$ cat src/rtl/wb_stage.sv
// Writeback stage: commits ALU results directly and formats load data from the
// data RAM (byte/half/word, LWL/LWR merges), with a bounded wait for load data.
module wb_stage #(
    parameter int unsigned TIMEOUT_CYC = 64
) (
    input  logic        clk_i,
    input  logic        rst_ni,
    input  logic        flush_i,
    input  logic        in_valid_i,
    output logic        in_ready_o,
    input  logic        in_we_i,
    input  logic [4:0]  in_waddr_i,
    input  logic [31:0] in_wdata_i,
    input  logic        in_load_i,
    input  logic [2:0]  in_ldop_i,
    input  logic [1:0]  in_addr_lo_i,
    input  logic [31:0] in_rt_i,
    input  logic        ram_rvalid_i,
    input  logic [31:0] ram_rdata_i,
    output logic        we_o,
    output logic [4:0]  waddr_o,
    output logic [31:0] wdata_o,
    output logic        stall_req_o,
    output logic        load_err_o
);

    localparam logic [7:0] LastCyc = 8'(TIMEOUT_CYC - 1);

    typedef enum logic [1:0] {StIdle, StWait, StWrite} state_e;

    state_e      state_q;
    logic        we_q;
    logic [4:0]  waddr_q;
    logic [31:0] wdata_q;
    logic [2:0]  ldop_q;
    logic [1:0]  addr_lo_q;
    logic [31:0] rt_q;
    logic [7:0]  cnt_q;
    logic        accept;
    logic        timeout;

    function automatic logic [31:0] fmt_load(input logic [2:0]  op,
                                             input logic [1:0]  alo,
                                             input logic [31:0] mem,
                                             input logic [31:0] rt);
        logic [7:0]  b;
        logic [15:0] h;
        logic [31:0] r;
        b = mem[{alo, 3'b000} +: 8];
        h = mem[{alo[1], 4'b0000} +: 16];
        case (op)
            3'b000:  r = {{24{b[7]}}, b};
            3'b001:  r = {24'h0, b};
            3'b010:  r = {{16{h[15]}}, h};
            3'b011:  r = {16'h0, h};
            3'b101: begin
                case (alo)
                    2'd0:    r = {mem[7:0], rt[23:0]};
                    2'd1:    r = {mem[15:0], rt[15:0]};
                    2'd2:    r = {mem[23:0], rt[7:0]};
                    default: r = mem;
                endcase
            end
            3'b110: begin
                case (alo)
                    2'd0:    r = mem;
                    2'd1:    r = {rt[31:24], mem[31:8]};
                    2'd2:    r = {rt[31:16], mem[31:16]};
                    default: r = {rt[31:8], mem[31:24]};
                endcase
            end
            default: r = mem;
        endcase
        return r;
    endfunction

    // in_ready drops combinationally with reset so nothing is accepted while held.
    assign in_ready_o  = rst_ni & (state_q != StWait);
    assign accept      = in_valid_i & in_ready_o & ~flush_i;
    assign timeout     = (state_q == StWait) & ~flush_i & ~ram_rvalid_i & (cnt_q == LastCyc);
    assign we_o        = (state_q == StWrite) & we_q & (waddr_q != 5'd0);
    assign waddr_o     = waddr_q;
    assign wdata_o     = wdata_q;
    assign stall_req_o = (state_q == StWait);
    assign load_err_o  = timeout;

    always_ff @(posedge clk_i or negedge rst_ni) begin
        if (!rst_ni) begin
            state_q   <= StIdle;
            we_q      <= 1'b0;
            waddr_q   <= 5'd0;
            wdata_q   <= 32'd0;
            ldop_q    <= 3'd0;
            addr_lo_q <= 2'd0;
            rt_q      <= 32'd0;
            cnt_q     <= 8'd0;
        end else begin
            case (state_q)
                StIdle, StWrite: begin
                    if (accept) begin
                        waddr_q <= in_waddr_i;
                        we_q    <= in_we_i;
                        if (in_load_i) begin
                            ldop_q    <= in_ldop_i;
                            addr_lo_q <= in_addr_lo_i;
                            rt_q      <= in_rt_i;
                            cnt_q     <= 8'd0;
                            state_q   <= StWait;
                        end else begin
                            wdata_q <= in_wdata_i;
                            state_q <= StWrite;
                        end
                    end else begin
                        state_q <= StIdle;
                    end
                end
                StWait: begin
                    // Flush beats a same-cycle response; data beats a same-cycle timeout.
                    if (flush_i) begin
                        state_q <= StIdle;
                    end else if (ram_rvalid_i) begin
                        wdata_q <= fmt_load(ldop_q, addr_lo_q, ram_rdata_i, rt_q);
                        state_q <= StWrite;
                    end else if (cnt_q == LastCyc) begin
                        state_q <= StIdle;
                    end else begin
                        cnt_q <= cnt_q + 8'd1;
                    end
                end
                default: state_q <= StIdle;
            endcase
        end
    end

endmodule

$ cat config.mk
export PLATFORM = sky130hd
export DESIGN_NAME = wb_stage
export DESIGN_NICKNAME = d
export VERILOG_FILES = /design/src/rtl/wb_stage.sv
export SDC_FILE = /design/constraint.sdc
export NUM_CORES = 1
export LEC_CHECK = 0
export CORE_AREA = 2 2 124 126
export DETAILED_ROUTE_END_ITERATION = 10
export DIE_AREA = 0 0 126 128
export PLACE_DENSITY = 0.67
export RECOVER_POWER = 100
export SLEW_MARGIN = 20
export SYNTH_ARGS = -nofsm -noshare
export SYNTH_HDL_FRONTEND = slang
export SYNTH_SLANG_ARGS = --single-unit
$ cat constraint.sdc
create_clock -name clk_i -period 2.95 [get_ports clk_i]
set_input_delay 0.7375 -clock clk_i [delete_from_list [all_inputs] [get_ports clk_i]]
set_output_delay 0.7375 -clock clk_i [all_outputs]
set_load 0.03 [all_outputs]
==> out/metrics.cfg <==
[floorplan]
dieWidth_um=126
start_util_pct=39.1
core_area_mm2=0.0149
num_rows=45
pin_count=154
die_area_mm2=0.0161
die_y_um=128

[global_routing]
grt_pass1_vias=5556
grt_max_degree=68
grt_pass1_wl_um=32200
antenna_found_initial=0
grt_usage_pct=26.2
grt-ovfl-total=0

[placed_design]
port_buffers=153
detailed_place_hpwl_um=15800
dpl-instance-area_mm2=0.00760
place_congestion=0.947

[timing]
max_slew_margin_pct=22.7
worstMarginPinSlew_ns=1.16
finalCriticalPeriod_ns=2.85
fin_crit_sh_pct=96.5
hold_viol_final=0
clock_skew_ns=0.0104
fmax_mhz=351
finalSetupViolations=0
hold_ws_ns=0.281
rsz0062_at_grt=no
drv_slew=0
tns_ns=0

[setup_path]
critPathLaunchType=register
worstPathArrival_ns=2.11
critPathKind=reg2out
critPathCaptureType=output pin
critPathRequiredTime_ns=2.21
rr_worst_depth=4
cp_max_fo=3

[clocking]
ctsHoldBuffers=0
root_buffer=clkbuf_16
cts-buffers-inserted=9
clk_path_buf_depth=2
clkLatencyLatePin_ns=0.35
cts_setup_buffers=0
ctsHtreeMaxLevel=3
cts.sinks=85
clkSlewWorstSetupHoldPaths_ns=0.07
cts_tree=built
ctsResizeCount=0

[final_layout]
nets=867
fin_area_mm2=0.00785
regArea_mm2=0.00213
drive_gt1_share_pct=18.1
multi_input_area_mm2=0.00337
syn2layout_area_growth_pct=35.1
diodes=0
fill_cells=1385

[hold_path]
min_path_type=in2async

[routing]
ant_nets=0
drc=0
first_pass_iters=5
vias=5627
drt_iter0_markers=480
wl_um=21200
vias_per_cell=5.95
wl_per_cell_um=22.4

[logic_synthesis]
synthesis.nets=720
syn_avg_cell_area_um2=9.58
postSynthCellCount=606
netlist_area_mm2=0.00581
ys_seq_elements=85
synth_warnings=0
ys_types=52
synth-edff-count=0
synthTopCellsByCount=dfrtp_1 (85), o21ai_0 (62), mux2_2 (59), nand2_1 (55), mux2i_1 (39)
synth_async_sr_flop_share_pct=100
seq_area_frac_synth_pct=36.6
synth_top_area_share_pct=36.6
synth_top_area_cell=dfrtp_1
synth_top_flop_cell=dfrtp_1
yosys-top-cells-area=dfrtp_1 (37%), mux2_2 (11%), mux2i_1 (6.7%), o21ai_0 (5.3%), o211ai_1 (3.7%)
synth_most_common_cell=dfrtp_1

[power]
power.density_mw_per_mm2=632
ir_drop_mv=0.252
total_power_mw=4.96
p_leak_nw=3.12

[status]
status=completed

[job]
cap_viol_max_count=0

## state kept, by name, summed over array words and instances (netlist names)
| name | cells |
|---|---|
| we_q | 1 |
| wdata_o | 32 |
| addr_lo_q | 2 |
| rt_q | 32 |
| state_q | 2 |
| cnt_q | 8 |
| waddr_o | 5 |
| ldop_q | 3 |
## worst max-delay path: stages, from the launching register on
cell and delay [ns]:
dfrtp_1 0.39, or4_1 0.53, nor2_1 0.10, nor3_1 0.05, dlygate4sd3_1 0.69
## routing by layer
| metal | vias up | share of wire (%) | GRT usage [%] |
|---|---|---|---|
| met5 | - | 0 | 0 |
| met4 | 0 | 2.6 | 9.05 |
| met3 | 37 | 7.6 | 4.76 |
| met2 | 254 | 46 | 40.8 |
| met1 | 2744 | 44 | 36.7 |
| li1 | 2592 | - | - |
## worst paths after layout
path / endpoint / slack, ns / startpoint
worst max-delay path: we_o / 0.10 / waddr_o[0]
worst min-delay path: wdata_o[5] / 0.28 / rst_ni
worst max register to register: wdata_o[4] / 0.63 / addr_lo_q[0]
worst min register to register: wdata_o[19] / 0.47 / wdata_o[19]
max in group asynchronous: addr_lo_q[0] / 1.12 / rst_ni
min in group clk_i: wdata_o[19] / 0.47 / wdata_o[19]
## through the flow
step,utilization [%],setup slack [ns],cells
after floorplan,-,0.708,606
after global placement,51.1,0.217,930
after detailed placement,51.1,0.170,930
after CTS,53.0,0.114,946
after global routing,52.8,0.0212,946
final,52.8,0.104,946
## where the power goes
group          switching, mW  leakage, nW  internal [mW]
combinational           1.20         1.96          0.961
clock                  0.518        0.134          0.583
sequential             0.263         1.03           1.44
total                   1.98         3.12           2.98
## area by class of cell
type | instances | area share (%)
repair buffers | 191 | 23.1
multi-input cells | 461 | 42.9
well taps | 188 | 3.00
clock buffers | 9 | 2.87
flip-flops and latches | 85 | 27.1
clock inverters | 7 | 0.734
inverters | 5 | 0.239
## layout by cell type, fill, tap and decap left out, types with 10 or more instances in the layout
| master | instances |
|---|---|
| nor3_1 | 12 |
| nand2_1 | 55 |
| a21oi_1 | 29 |
| buf_4 | 34 |
| a221oi_1 | 12 |
| a31oi_1 | 10 |
| mux2_2 | 58 |
| o22ai_1 | 10 |
| o21ai_0 | 64 |
| nor2_1 | 30 |
| o211ai_1 | 29 |
| dfrtp_1 | 83 |
| clkdlybuf4s50_1 | 109 |
| dlygate4sd3_1 | 42 |
| mux2i_1 | 39 |
| a211oi_1 | 17 |
## cells by family after synthesis
logic type,synth area share [%]
adders and majority gates,0.215
AOI/OAI and AO/OA,23.3
muxes,21.7
buffers and inverters,5.19
and+or+nand+nor,12.1
xor gates and xnor gates,0.905
DFF,36.6
Power figures use the tool's default switching activity.
